### config.mk
export PLATFORM = sky130hd
export DESIGN_NAME = multi_counter
export DESIGN_NICKNAME = d
export VERILOG_FILES = /design/src/rtl/multi_counter_pkg.sv /design/src/rtl/tick_prescaler.sv /design/src/rtl/multi_counter.sv
export SDC_FILE = /design/constraint.sdc
export NUM_CORES = 1
export LEC_CHECK = 0
export BUFFER_PORTS_ARGS = -buffer_cell sky130_fd_sc_hd__buf_2
export CORE_MARGIN = 2
export CORE_UTILIZATION = 48
export DETAILED_ROUTE_END_ITERATION = 12
export GPL_TIMING_DRIVEN = 0
export HOLD_SLACK_MARGIN = 0.1
export MAX_ROUTING_LAYER = met4
export PLACE_DENSITY = 0.67
export SETUP_SLACK_MARGIN = 0.1
export SLEW_MARGIN = 20
export SYNTH_ARGS = -nofsm -noshare
export SYNTH_HDL_FRONTEND = slang
export SYNTH_SLANG_ARGS = --single-unit
### constraint.sdc
create_clock -name CLK -period 3.5 [get_ports CLK]
set_input_delay 0.525 -clock CLK [delete_from_list [all_inputs] [get_ports CLK]]
set_output_delay 0.525 -clock CLK [all_outputs]
set_load 0.05 [all_outputs]
### src/rtl/multi_counter_pkg.sv
// Shared command encodings and channel direction for the multi_counter tick/counter bank.
package multi_counter_pkg;

  typedef enum logic [1:0] {
    OP_MODE_UP      = 2'd0,
    OP_MODE_DOWN    = 2'd1,
    OP_PAUSE_TOGGLE = 2'd2,
    OP_LOAD         = 2'd3
  } cmd_op_e;

  typedef enum logic {
    DIR_UP   = 1'b0,
    DIR_DOWN = 1'b1
  } dir_e;

  // Counter width able to hold 0..n-1, never narrower than one bit.
  function automatic int unsigned cnt_w(int unsigned n);
    return (n > 1) ? $clog2(n) : 1;
  endfunction

endpackage

### src/rtl/tick_prescaler.sv
// Divides CLK by DIV into a one-cycle registered tick and a flipper that toggles per tick.
// step is the same-edge strobe so that consumers can update alongside tick.
module tick_prescaler
  import multi_counter_pkg::*;
#(
  parameter int DIV = 10
) (
  input  logic CLK,
  input  logic RST_N,
  input  logic enable,
  output logic tick,
  output logic flipper,
  output logic step
);

  localparam int PW = cnt_w(DIV);

  logic [PW-1:0] p_q, p_d;
  logic          tick_q, flip_q;

  assign step = enable && (p_q == PW'(DIV - 1));

  always_comb begin
    p_d = p_q;
    if (enable) p_d = step ? '0 : p_q + PW'(1);
  end

  always_ff @(posedge CLK or negedge RST_N) begin
    if (!RST_N) begin
      p_q    <= '0;
      tick_q <= 1'b0;
      flip_q <= 1'b0;
    end else begin
      p_q    <= p_d;
      tick_q <= step;
      if (step) flip_q <= ~flip_q;
    end
  end

  assign tick    = tick_q;
  assign flipper = flip_q;

endmodule

### src/rtl/multi_counter.sv
// Prescaled tick generator driving a bank of independent up/down/paused counters,
// reconfigured through a one-entry valid/ready command slot.
module multi_counter
  import multi_counter_pkg::*;
#(
  parameter int CLK_HZ   = 12000000,
  parameter int TICK_HZ  = 1,
  parameter int WIDTH    = 8,
  parameter int CHANNELS = 2,
  parameter int SELW     = $clog2(CHANNELS)
) (
  input  logic                      CLK,
  input  logic                      RST_N,
  input  logic                      enable,
  input  logic                      cmd_valid,
  output logic                      cmd_ready,
  input  logic [SELW-1:0]           cmd_sel,
  input  logic [1:0]                cmd_op,
  input  logic [WIDTH-1:0]          cmd_data,
  output logic                      cmd_err,
  output logic                      tick,
  output logic                      flipper,
  output logic [CHANNELS*WIDTH-1:0] count,
  output logic [CHANNELS-1:0]       wrap
);

  localparam int DIV = CLK_HZ / TICK_HZ;

  logic             step;
  logic             accept;
  logic             pend_vld_q;
  logic [SELW-1:0]  pend_sel_q;
  cmd_op_e          pend_op_q;
  logic [WIDTH-1:0] pend_data_q;
  logic             err_q;

  tick_prescaler #(.DIV(DIV)) u_presc (
    .CLK     (CLK),
    .RST_N   (RST_N),
    .enable  (enable),
    .tick    (tick),
    .flipper (flipper),
    .step    (step)
  );

  // The slot is busy for exactly the cycle between accept and apply.
  assign accept    = cmd_valid && !pend_vld_q;
  assign cmd_ready = ~pend_vld_q;

  always_ff @(posedge CLK or negedge RST_N) begin
    if (!RST_N) begin
      pend_vld_q  <= 1'b0;
      pend_sel_q  <= '0;
      pend_op_q   <= OP_MODE_UP;
      pend_data_q <= '0;
      err_q       <= 1'b0;
    end else begin
      pend_vld_q <= accept;
      if (accept) begin
        pend_sel_q  <= cmd_sel;
        pend_op_q   <= cmd_op_e'(cmd_op);
        pend_data_q <= cmd_data;
      end
      err_q <= pend_vld_q && ({1'b0, pend_sel_q} >= (SELW + 1)'(CHANNELS));
    end
  end

  assign cmd_err = err_q;

  for (genvar i = 0; i < CHANNELS; i++) begin : g_ch
    logic [WIDTH-1:0] cnt_q, cnt_d;
    dir_e             dir_q, dir_d;
    logic             pause_q, pause_d;
    logic             wrap_q, wrap_d;
    logic             hit, adv;

    assign hit = pend_vld_q && (pend_sel_q == SELW'(i));
    assign adv = step && !pause_q;

    // Step with the registered mode first; an applied LOAD then overrides count and wrap.
    always_comb begin
      cnt_d   = cnt_q;
      dir_d   = dir_q;
      pause_d = pause_q;
      wrap_d  = 1'b0;
      if (adv) begin
        if (dir_q == DIR_UP) begin
          cnt_d  = cnt_q + WIDTH'(1);
          wrap_d = &cnt_q;
        end else begin
          cnt_d  = cnt_q - WIDTH'(1);
          wrap_d = ~|cnt_q;
        end
      end
      if (hit) begin
        case (pend_op_q)
          OP_MODE_UP:      dir_d   = DIR_UP;
          OP_MODE_DOWN:    dir_d   = DIR_DOWN;
          OP_PAUSE_TOGGLE: pause_d = ~pause_q;
          OP_LOAD: begin
            cnt_d  = pend_data_q;
            wrap_d = 1'b0;
          end
          default: ;
        endcase
      end
    end

    always_ff @(posedge CLK or negedge RST_N) begin
      if (!RST_N) begin
        cnt_q   <= '0;
        dir_q   <= DIR_UP;
        pause_q <= 1'b0;
        wrap_q  <= 1'b0;
      end else begin
        cnt_q   <= cnt_d;
        dir_q   <= dir_d;
        pause_q <= pause_d;
        wrap_q  <= wrap_d;
      end
    end

    assign count[i*WIDTH +: WIDTH] = cnt_q;
    assign wrap[i]                 = wrap_q;
  end

endmodule

Yosys cells after proc, flatten, opt, wreduce, memory -nomap -nowiden:

Index checks and enable logic that the tools add are counted.

* add/sub/neg operators: 5
* bitwise logic cells: 5
* multiplexer cells: 18
* reductions and logical operators: 21
* equal/unequal tests: 4

Operators with widths (number)
* $mux 8: 8
* $add 24x1->24 const B: 1
* $eq 24x24->1 const B: 1
* $mux 24: 1
* $add 8x1->8 const B: 2
* $reduce_and 8->1: 2
* $reduce_or 8->1: 2
* $sub 8x1->8 const B: 2
* $mux 1: 8
* $reduce_and 2->1: 4
* $logic_and 1x1->1: 6
* $logic_not 1->1: 5
* $not 1->1: 5
* $eq 2x2->1 const B: 2
* $eq 2x1->1 const B: 1
* $logic_not 2->1: 1
* $pmux 1 s2: 1
* $reduce_bool 2->1: 1

* input port bits: 15
* output and inout port bits: 22
* bits in registers: 60

Longest topological paths before layout:

Gate-level depths: netlist (run 1).

* depth in word-level cells: 6
* gate-level depth with buffers: 8
* gate-level depth less buffers: 8

By module:

Synthesis (run 1) repeated with hierarchy kept, for this count alone.

* cell total of the unflattened synthesis: 345
* area, all modules: 3372.0 sq um

By module, submodules not included
* multi_counter: cells each 219, area an instance 2069.5 sq um, times used 1
* tick_prescaler: cells each 126, area an instance 1302.5 sq um, times used 1

Worst setup path before layout (run 1):

OpenSTA, ideal clock, no wires.

* path kind: reg-to-reg
* start point: register g_ch[1].cnt_q[0]
* end point: register g_ch[1].cnt_q[6]
* slack: 1.240 ns
* cell stages (with the launch flop): 9
* library setup time: 0.082 ns
* data arrival time: 2.178 ns
* cells stage by stage: dfrtp_1 -> inv_1 -> fa_1 -> nor2b_1 -> o21ai_0 -> a21boi_0 -> mux2i_1 -> o21ai_0 -> a31oi_1

* word-level cells in the longest chain between the ends: 5
* elaborated cells between the ends (all ways): 6
* classes of those cells: add/sub: 2; mux: 4

RTL lines
* start, declared: RTL line multi_counter.sv:71 `logic [WIDTH-1:0] cnt_q, cnt_d;`
* start signal, assigned: RTL line multi_counter.sv:116 `cnt_q <= cnt_d;`
* $add 8x1->8 or $sub 8x1->8 (tied branches): RTL line multi_counter.sv:88, multi_counter.sv:91
* $mux 8 *: RTL line multi_counter.sv:87 `if (dir_q == DIR_UP) begin`
* $mux 8 *: RTL line multi_counter.sv:86 `if (adv) begin`
* $mux 8: RTL line multi_counter.sv:96 `case (pend_op_q)`
* $mux 8 *: RTL line multi_counter.sv:95 `if (hit) begin`
* via g_ch[1].cnt_d[6]: RTL line multi_counter.sv:71

Mark *: on every way through the listed nets, which the timed path passes. The rest lies on a longest branch.
A chain may end at the register's enable or synchronous reset.

Worst setup path after layout (run 1):

* start point: register g_ch[1].dir_q
* end point: register g_ch[1].cnt_q[6]

* word-level cells in the longest chain between the ends: 4

RTL lines
* start, declared: RTL line multi_counter.sv:72 `dir_e dir_q, dir_d;`
* start signal, assigned: RTL line multi_counter.sv:117 `dir_q <= dir_d;`
* $mux 8 *: RTL line multi_counter.sv:87
* $mux 8 *: RTL line multi_counter.sv:86
* $mux 8: RTL line multi_counter.sv:96
* $mux 8 *: RTL line multi_counter.sv:95
* via g_ch[1].cnt_d[6]: RTL line multi_counter.sv:71

Marks and branches as above.

==> impl_summary.txt, run 1 <==
----------------------------------------------------
[Clocking]
  Insertion delay to the later sink of the worst-skew pair ... 340 ps
  Total CTS buffers ... 9
  Clock slew seen by the registers of the worst setup and hold paths ... roughly 60 ps
  Number of H-tree branching levels ... 3
  Cell at the root of the clock tree ... clkbuf_8
  Number of buffers inserted by post-CTS setup repair ... 0
  Hold Buf Count CTS ... 0
  Clock buffer depth ... 2
  Post-CTS Resized ... 0
  TritonCTS Sinks ... 60
  Clock tree from TritonCTS ... yes

[Placed design]
  Half-perimeter wire length after detailed placement ... ~5 mm
  Total cell area at the placement stage ... 3660 sq um
  RD Place Congestion ... around 0.80
  Count of port buffers added during placement ... 35

[Worst setup path]
  Number of cells on the critical path ... 8
  Critical path endpoint category ... register
  Type of the worst setup path ... reg2reg
  Most frequent cell on the critical path ... o21ai_0
  Highest cell delay on the worst timing path ... 550 ps
  Crit Reg-Reg Startpoint ... g_ch[1].dir_q
  Launching element of the worst setup path ... g_ch[1].dir_q
  Highest fanout seen on the critical path ... 10
  Worst Setup EP ... g_ch[1].cnt_q[6]
  Setup slack of the worst register-to-register path ... 1070 ps
  Critical-path cell with the highest stage delay ... dfrtp_1
  Sum of buffers and inverters on the critical path ... 1
  Crit path launch type ... register
  Cell count of the worst reg-to-reg path ... 8
  Worst R2R End ... g_ch[1].cnt_q[6]
  Cell Chain, Critical Path ... inv_1 -> fa_1 -> nor2b_1 -> o21ai_0 -> a21boi_0 -> mux2i_1 -> o21ai_0 -> a31oi_1
  Largest delay contributor family on the critical path ... compound AO/OA/AOI/OAI gates
  Signal arrival time at the worst endpoint ... about 2700 ps
  WP data required ... approximately 3800 ps

[Routing]
  Average routed wire per standard cell ... about 14 um
  Total via count in the routed design ... 2582
  Met1 wire length ... 3.29 mm
  Uppermost layer routed ... met4
  DRC violations left ... 0
  Initial DRC Count ... a little under 70
  Sum of routed wire length over all layers ... ~6.8 mm
  Length of routed met2 wiring ... approximately 3.2 mm
  Met3 wirelength from detailed routing ... roughly 200 um
  First-pass iteration count of the detailed router ... 5
  Final ANT Viol Nets ... 0
  Post-detailed-route via-to-cell ratio ... 5.32

[Logic synthesis]
  Seq cells post-synth ... 60
  Share of flip-flops with an asynchronous set or reset ... 1.00
  Yosys warning total ... 0
  Sequential-to-total area share from yosys stat ... 0.447
  Mapped Nets ... 370
  Number of enable flip-flop cells after synthesis ... 0
  Post-synth design cell area ... between 3000 and 4000 sq um
  Most frequently used flop master after synthesis ... dfrtp_1
  Number of standard cells after synthesis ... between 300 and 400
  Average instance area after synthesis ... about 9.9 sq um
  Number of different library cells in the post-synthesis netlist ... between 40 and 50

[Final layout]
  Highest-count cells in the layout ignoring fill and taps ... dfrtp_1 (60), nor2_1 (36), buf_2 (36), a21oi_1 (23), nand2_1 (22)
  Layout cells sized above 1 ... 0.201
  Final net count ... between 400 and 500
  Most common cell after layout, fill and taps aside ... dfrtp_1
  Layout-stage area growth over the synthesis result ... 14.5%
  Number of filler instances in the final layout ... between 600 and 700
  Antenna diodes ... 0
  Final Cell Area ... approximately 3800 sq um

[Die]
  Initial Utilization ... 0.494
  DIE WIDTH ... between 80 and 90 um
  Die span in y ... between 80 and 90 um
  Total Die Area ... 7680 sq um
  Placeable core region ... a little under 7000 sq um
  Core Rows ... 30
  Boundary Pins ... 37

[STA]
  Min cycle time layout ... about 2400 ps
  Final setup violation count ... 0
  Fmax ... approximately 410 MHz
  Unrepaired setup endpoints after global routing ... no
  Sum of negative setup slack ... 0 ps
  Number of hold violations in the final report ... 0
  Clock Skews ... ~6.6 ps
  Slew headroom ... 0.497
  Final max-slew violation count ... 0
  Fin crit share ... 0.693
  Worst Tran Pin Value ... about 750 ps

[Global route]
  Number of antenna violations at the first check in global routing ... 0
  Total congestion overflow after global routing ... 0
  Global routing usage summed across all routing layers ... 0.208
  Largest net degree at the start of global routing ... just over 60
  Vias in the first global route ... around 2600
  First-pass GRT wire length ... about 12 mm

[Worst hold path]
  HP Class ... in2async

[Power]
  Leakage power total ... 0.00170 uW
  Maximum vdd ir drop ... around 0.50 mV
  Power Dens Cells ... about 830 nW/um^2

[Status]
  Status ... finished clean

[Flow run]
  Number of violations of the max-capacitance limit ... 0

----------------------------------------------------
-- cell type report --
| cell class | count | area (sq um) | area share |
|---|---|---|---|
| Multi-Input combinational cell | 254 | 1740 | 0.452 |
| Sequential cell | 60 | 1500 | 0.390 |
| Clock buffer | 12 | 155 | 0.0403 |
| Timing Repair Buffer | 35 | 178 | 0.0462 |
| Buffer | 9 | 56.3 | 0.0146 |
| Tap cell | 96 | 120 | 0.0312 |
| Inverter | 17 | 63.8 | 0.0166 |
| Clock inverter | 2 | 35.0 | 0.00911 |
-- worst min path at each step --
stage               slack, ps  cells after the start       startpoint               end
floorplan                 230                      0            RST_N  g_ch[0].cnt_q[0]
global placement          450                      1  u_presc.flipper   u_presc.flipper
detailed placement        460                      1  u_presc.flipper   u_presc.flipper
CTS                       270                      1            RST_N    u_presc.p_q[2]
global route              300                      1            RST_N    u_presc.p_q[4]
finish                    250                      1            RST_N    u_presc.p_q[2]
-- sequential cells by signal (all words and copies together), names as in the netlist, 2 cells and up --
register and flops:
g_ch.wrap_q 2, g_ch.cnt_q 16, g_ch.pause_q 2, g_ch.dir_q 2
u_presc.p_q 24, pend_op_q 2, pend_data_q 8
-- power breakdown --
group / switching (uW) / internal (uW) / total [uW]
combinational: 927 / 564 / 1490
clock: 254 / 359 / 613
sequential: 253 / 854 / 1110
-- synth_stat cells (9+ instances only) --
library cell  count  area [sq um]
nand3_1          10          50.1
dfrtp_1          60          1500
nor2_1           36           135
xor2_1           16           140
a31oi_1           9          56.3
o21ai_0          17          85.1
nand2_1          22          82.6
xnor2_1          13           114
ha_1             13           163
inv_1            17          63.8
a21oi_1          23           115
mux2_2           12           135
-- cell families after synthesis --
family | after synthesis | synth area share
fa+ha+maj | 15 | 0.0604
xor+xnor | 29 | 0.0756
compound gates | 58 | 0.0969
flops | 60 | 0.447
other cells | 1 | 0.00112
simple gates | 131 | 0.219
buf+inv | 26 | 0.0358
mux | 20 | 0.0641
-- stage by stage --
stage | power [uW] | hold slack, ps | instances | setup WS [ps] | util
2_1_floorplan | 2250 | 229 | 340 | 1240 | -
3_3_place_gp | 2550 | 455 | 471 | 1100 | 0.538
3_5_place_dp | 2600 | 464 | 471 | 1110 | 0.538
4_1_cts | 3230 | 273 | 485 | 1110 | 0.566
5_1_grt | 3460 | 304 | 485 | 862 | 0.566
6_report | 3210 | 246 | 485 | 1070 | 0.566
-- worst register-to-register path: cells and delay by family, from the launching register on --
kind            cells  cell delay (ps)
compound gates      4              840
fa+ha+maj           1              400
buf+inv             1              140
flops               1              550
mux                 1              230
simple gates        1              180
-- per-layer routing --
metal / vias to the layer above / GRT usage
li1: 1283 / -
met5: - / -
met2: 30 / 0.326
met3: 7 / 0.0603
met4: 0 / 0.0601
met1: 1262 / 0.262
Note: power is estimated with default switching activity, not from simulation.
==> run 2: changes to the inputs <==
--- a/config.mk
+++ b/config.mk
@@ -12,7 +12,7 @@
 export GPL_TIMING_DRIVEN = 0
 export HOLD_SLACK_MARGIN = 0.1
 export MAX_ROUTING_LAYER = met4
-export PLACE_DENSITY = 0.67
+export PLACE_DENSITY = 0.7
 export SETUP_SLACK_MARGIN = 0.1
 export SLEW_MARGIN = 20
 export SYNTH_ARGS = -nofsm -noshare
==> constraint.sdc (replaced) <==
create_clock -name CLK -period 2.1 [get_ports CLK]
set_input_delay 0.315 -clock CLK [delete_from_list [all_inputs] [get_ports CLK]]
set_output_delay 0.315 -clock CLK [all_outputs]
set_load 0.05 [all_outputs]
==> run 2 against run 1 <==
Die area did not move. Non-clock buffer count rose by 30. Core utilization rose by 6.0 points. Global-route usage rose by 0.45 points. Clock-buffer cell count rose by 2. Flip-flop and latch count did not move. Worst setup slack got worse by 1100 ps. Largest cell class unchanged. Clock power rose by 54%. Highest routed layer unchanged.
==> impl_summary.txt, run 2 (synthesized netlist as in run 1, its figures left out) <==
----------------------------------------------------
[STA]
  Clock Skews ... approximately 12 ps
  Min cycle time layout ... approximately 2100 ps
  Fin crit share ... 0.992
  Number of hold violations in the final report ... 0
  Worst Tran Pin Value ... 748 ps
  Unrepaired setup endpoints after global routing ... yes
  Final setup violation count ... 0
  Fmax ... 480 MHz
  Final max-slew violation count ... 0
  Slew headroom ... 0.501

[Clocking]
  Clock buffer depth ... 2
  Cell at the root of the clock tree ... clkbuf_8
  Number of H-tree branching levels ... 3
  Insertion delay to the later sink of the worst-skew pair ... around 330 ps
  Clock slew seen by the registers of the worst setup and hold paths ... approximately 70 ps
  Total CTS buffers ... 9
  Clock tree from TritonCTS ... yes
  TritonCTS Sinks ... 60

[Die]
  Core Rows ... 30
  Total Die Area ... roughly 7700 sq um
  Boundary Pins ... 37
  DIE WIDTH ... 87.6 um
  Die span in y ... 87.6 um
  Initial Utilization ... 0.494
  Placeable core region ... 6790 sq um

[Worst hold path]
  HP Class ... in2reg

[Global route]
  Largest net degree at the start of global routing ... 61
  Vias in the first global route ... approximately 2700
  Total congestion overflow after global routing ... 0
  Global routing usage summed across all routing layers ... 0.212
  First-pass GRT wire length ... around 12 mm
  Number of antenna violations at the first check in global routing ... 0

[Flow run]
  Number of violations of the max-capacitance limit ... 0

[Power]
  Power Dens Cells ... approximately 1400 nW/um^2
  Overall Power ... between 5000 and 6000 uW
  Maximum vdd ir drop ... about 1.1 mV
  Leakage power total ... approximately 0.0019 uW

[Final layout]
  Highest-count cells in the layout ignoring fill and taps ... dfrtp_1 (47), buf_2 (36), nor2_1 (35), buf_4 (32), a21oi_1 (22)
  Layout cells sized above 1 ... 0.347
  Register with the most flip-flops ... u_presc.p_q
  Layout-stage area growth over the synthesis result ... 26.7%
  Most common cell after layout, fill and taps aside ... dfrtp_1
  Max FFs per register ... 24
  Non-filler instance count after layout ... approximately 520
  Final Cell Area ... approximately 4300 sq um
  Largest registers ... u_presc.p_q (24), g_ch.cnt_q (16), pend_data_q (8)
  Final net count ... between 400 and 500
  Antenna diodes ... 0

[Routing]
  Post-detailed-route via-to-cell ratio ... 5.35
  DRC violations left ... 0
  Final ANT Viol Nets ... 0
  Average routed wire per standard cell ... between 10 and 15 um
  Total via count in the routed design ... 2768
  Initial DRC Count ... 94
  First-pass iteration count of the detailed router ... 4
  Sum of routed wire length over all layers ... ~7.4 mm

[Worst setup path]
  WP data required ... 2350 ps
  Type of the worst setup path ... reg2reg
  Signal arrival time at the worst endpoint ... around 2300 ps
  Highest fanout seen on the critical path ... 8
  Critical path endpoint category ... register
  Crit path launch type ... register

[Placed design]
  RD Place Congestion ... ~0.80
  Total cell area at the placement stage ... roughly 3700 sq um
  Count of port buffers added during placement ... 35
  Half-perimeter wire length after detailed placement ... roughly 5 mm
  Placed Cells incl. Taps ... 471

[Status]
  Status ... finished clean

----------------------------------------------------
-- run 2: changes by cell type in the layout (fill, tap and decap cells not counted), moves of 4 or more --
cell / delta
dfrtp_2: +13
buf_4: +28
dfrtp_1: -13
ha_1: -5
ha_4: +4
o21ai_0: -6
o21ai_1: +5
-- run 2: through the flow --
step	TNS, ps	setup slack [ps]	utilization	hold slack, ps
after floorplan	0	81.4	-	19.4
after global placement	-1800	-173	0.540	455
after detailed placement	-2300	-208	0.540	437
after CTS	0	12.8	0.595	189
after global routing	-121	-62.8	0.626	184
final	0	16.0	0.626	208
-- run 2: layout make-up --
class	count	area [sq um]
fill	585	2540
inverter	17	63.8
tap	96	120
clock inverter	2	10.0
timing repair buffer	65	409
multi-input combinational	254	1890
sequential	60	1520
clock buffer	14	173
buffer	9	67.6
-- run 2: power breakdown --
group / switching (uW) / internal, uW / leakage (uW)
clock: 419 / 522 / 0.0000965
sequential: 428 / 1450 / 0.000724
combinational: 1760 / 1390 / 0.00107
-- run 2: repair_timing --
item | CTS | global route
setup buffers | 21 | 8
endpoints found under the setup margin | 28 | 31
gates resized for setup | 11 | 37
pin swaps | 10 | 15
hold buffers | 1 | 0
endpoints found under the hold margin | 60 | 0
-- run 2: routing by layer --
| layer | vias to the layer above | wire length [um] | global-route usage |
|---|---|---|---|
| met4 | 0 | 23 | 0.0462 |
| met1 | 1369 | 3310 | 0.262 |
| li1 | 1354 | - | - |
| met3 | 2 | 245 | 0.0631 |
| met2 | 43 | 3810 | 0.346 |
| met5 | - | 0 | - |
-- run 2: worst paths after layout --
check | cells after the start | start | end | slack (ps)
setup / recovery | 7 | g_ch[1].dir_q | g_ch[1].cnt_q[7] | 20
hold / removal | 2 | cmd_sel | pend_sel_q | 210
hold reg to reg | 1 | u_presc.flipper | u_presc.flipper | 460
max in group asynchronous | 2 | RST_N | g_ch[1].cnt_q[1] | 960
setup reg to reg | 7 | g_ch[1].dir_q | g_ch[1].cnt_q[7] | 20
min in group asynchronous | 2 | RST_N | g_ch[0].cnt_q[5] | 580
-- run 2: worst max-delay path: stages, from the launching register on --
cell,delay (ps)
dfrtp_2,500
ha_1,330
a21oi_2,170
o211ai_1,120
a31oi_1,250
xnor2_1,100
or3_1,320
a31oi_1,200
==> run 3: changes to the inputs <==
--- a/config.mk
+++ b/config.mk
@@ -14,7 +14,7 @@
 export MAX_ROUTING_LAYER = met4
 export PLACE_DENSITY = 0.7
 export SETUP_SLACK_MARGIN = 0.1
-export SLEW_MARGIN = 20
+export SLEW_MARGIN = 0
 export SYNTH_ARGS = -nofsm -noshare
 export SYNTH_HDL_FRONTEND = slang
 export SYNTH_SLANG_ARGS = --single-unit
==> constraint.sdc (replaced) <==
create_clock -name CLK -period 1.9 [get_ports CLK]
set_input_delay 0.285 -clock CLK [delete_from_list [all_inputs] [get_ports CLK]]
set_output_delay 0.285 -clock CLK [all_outputs]
set_load 0.05 [all_outputs]
==> run 3 against run 2 <==
The flow now finishes with violations (negative setup slack). Total power grew 14%. Clock-buffer cell count stayed put. Routed wire length grew 6.1%. Sequential power rose by 13%. Core utilization rose by 3.2 points. Clock skew fell by 1.9 ps. Worst hold slack worse by 27 ps. Non-clock buffer count is 14 higher. First-iteration DRC count rose by 4.3%. Sequential share of layout area shrank 1.7 points. Via count rose by 3.0%. Die area is the same.
==> impl_summary.txt, run 3 (synthesized netlist as in run 1, its figures left out) <==
----------------------------------------------------
[Status]
  Status ... finished, violations left
  Violations in the final reports ... negative setup slack

[Placed design]
  Half-perimeter wire length after detailed placement ... approximately 5 mm
  Placed Cells incl. Taps ... 471
  RD Place Congestion ... 0.786
  Count of port buffers added during placement ... 35
  Total cell area at the placement stage ... 3670 sq um

[Worst setup path]
  Signal arrival time at the worst endpoint ... approximately 2400 ps
  Cell count of the worst reg-to-reg path ... 7
  Largest delay contributor family on the critical path ... compound AO/OA/AOI/OAI gates
  Type of the worst setup path ... reg2reg
  Crit path launch type ... register
  Sum of buffers and inverters on the critical path ... 0
  Critical-path cell with the highest stage delay ... dfrtp_2
  Highest fanout seen on the critical path ... 8
  Highest cell delay on the worst timing path ... 490 ps
  WP data required ... approximately 2200 ps
  Cell Chain, Critical Path ... ha_1 -> nand3_1 -> o211ai_1 -> a31oi_1 -> xnor2_1 -> or3_1 -> a31oi_1
  Number of cells on the critical path ... 7
  Critical path endpoint category ... register
  Most frequent cell on the critical path ... a31oi_1

[Routing]
  Sum of routed wire length over all layers ... slightly below 8 mm
  Final ANT Viol Nets ... 0
  Post-detailed-route via-to-cell ratio ... approximately 5.4
  DRC violations left ... 0
  First-pass iteration count of the detailed router ... 4
  Average routed wire per standard cell ... 14.8 um
  Initial DRC Count ... around 100
  Total via count in the routed design ... about 2900

[Power]
  Maximum vdd ir drop ... 1.14 mV
  Overall Power ... about 6800 uW
  Power Dens Cells ... around 1500 nW/um^2
  Leakage power total ... about 0.002 uW

[Worst hold path]
  HP Class ... in2reg
  Worst hold path stage count ... 2

[STA]
  Slew headroom ... 0.504
  Fin crit share ... 1.11
  Worst setup slack after layout ... -218 ps
  Min cycle time layout ... about 2100 ps
  Final setup violation count ... 15
  Unrepaired setup endpoints after global routing ... yes
  Sum of negative setup slack ... -1250 ps
  Fmax ... 472 MHz
  Number of hold violations in the final report ... 0
  Final max-slew violation count ... 0
  Clock Skews ... about 9.6 ps
  Worst Tran Pin Value ... ~740 ps

[Clocking]
  TritonCTS Sinks ... 60
  Clock buffer depth ... 2
  Cell at the root of the clock tree ... clkbuf_8
  Insertion delay to the later sink of the worst-skew pair ... around 340 ps
  Number of H-tree branching levels ... 3
  Clock slew seen by the registers of the worst setup and hold paths ... roughly 60 ps
  Clock tree from TritonCTS ... yes
  Total CTS buffers ... 9

[Final layout]
  Max FFs per register ... 24
  Layout-stage area growth over the synthesis result ... 33.2%
  Non-filler instance count after layout ... 531
  Register with the most flip-flops ... u_presc.p_q
  Final net count ... 460
  Final design utilization ... 0.658
  Most common cell after layout, fill and taps aside ... dfrtp_1
  Multi-input logic area ... 1970 sq um
  Largest registers ... u_presc.p_q (24), g_ch.cnt_q (16), pend_data_q (8)
  Antenna diodes ... 0
  Number of filler instances in the final layout ... 530
  Layout cells sized above 1 ... 0.400
  Highest-count cells in the layout ignoring fill and taps ... dfrtp_1 (46), buf_4 (39), nor2_1 (35), buf_2 (35), nand2_1 (21)
  Total area of sequential cells ... 1520 sq um
  Final Cell Area ... roughly 4500 sq um

[Die]
  Die span in y ... a little under 90 um
  Total Die Area ... roughly 7700 sq um
  DIE WIDTH ... just under 90 um
  Placeable core region ... 6790 sq um
  Core Rows ... 30
  Initial Utilization ... 0.494
  Boundary Pins ... 37

[Global route]
  Largest net degree at the start of global routing ... ~60
  Vias in the first global route ... ~2800
  Number of antenna violations at the first check in global routing ... 0
  Total congestion overflow after global routing ... 0
  Global routing usage summed across all routing layers ... 0.227
  First-pass GRT wire length ... roughly 13 mm

[Flow run]
  Number of violations of the max-capacitance limit ... 0

----------------------------------------------------
## run 3: cell types whose count changed in the layout (fill, tap and decap cells not counted), moves of 2 or more
cell and change:
inv_1 -3, o21ai_0 -2, buf_6 +8, nor3_1 -2, nor3_2 +2, a21oi_2 +8
buf_4 +7, inv_2 +2, a21oi_1 -8, nor2b_2 -3, nor2b_4 +2
## run 3: worst register-to-register path: stages, from the launching register on
cell	delay (ps)
dfrtp_2	490
ha_1	370
nand3_1	90
o211ai_1	250
a31oi_1	170
xnor2_1	180
or3_1	310
a31oi_1	170
## run 3: final timing paths
kind / end / start / slack, ps
min in group asynchronous: u_presc.p_q[5] / RST_N / 560
max reg2reg: g_ch[0].cnt_q[7] / g_ch[0].dir_q / -220
min reg2reg: u_presc.flipper / u_presc.flipper / 470
max in group asynchronous: g_ch[1].cnt_q[1] / RST_N / 790
min: pend_data_q[2] / cmd_data[2] / 180
max: g_ch[0].cnt_q[7] / g_ch[0].dir_q / -220
## run 3: where the power goes
group          switching (uW)  internal (uW)  total [uW]
clock                     473            542        1010
sequential                530           1600        2130
combinational            2040           1620        3670
total                    3040           3770        6810
## run 3: layout make-up
cell class,count,share of cell area
well taps,96,0.0269
multi-input cells,254,0.441
flip-flops and latches,60,0.340
clock buffers,14,0.0364
inverters,17,0.0148
repair buffers,79,0.121
clock inverters,2,0.00224
plain buffers,9,0.0179
## run 3: repair_timing
| item | 4_1_cts | 5_1_grt |
|---|---|---|
| pin swaps | 20 | 18 |
| hold buffers | 0 | 1 |
| endpoints found under the hold margin | 0 | 60 |
| setup endpoints to repair | 35 | 29 |
| gates cloned | 0 | 0 |
| setup buffers | 34 | 10 |
| resized for setup | 43 | 25 |
## run 3: metrics by stage
stage               hold WS [ps]  setup slack (ps)
floorplan                  -10.6             -76.4
global placement             455              -229
detailed placement           461              -271
CTS                          165              -135
global route                 164              -309
finish                       181              -218
## run 3: per-layer routing
| metal | global-route usage | wire length, um |
|---|---|---|
| met1 | 0.277 | 3570 |
| met2 | 0.367 | 3870 |
| met3 | 0.0697 | 307 |
| met4 | 0.0587 | 95 |
| met5 | - | 0 |
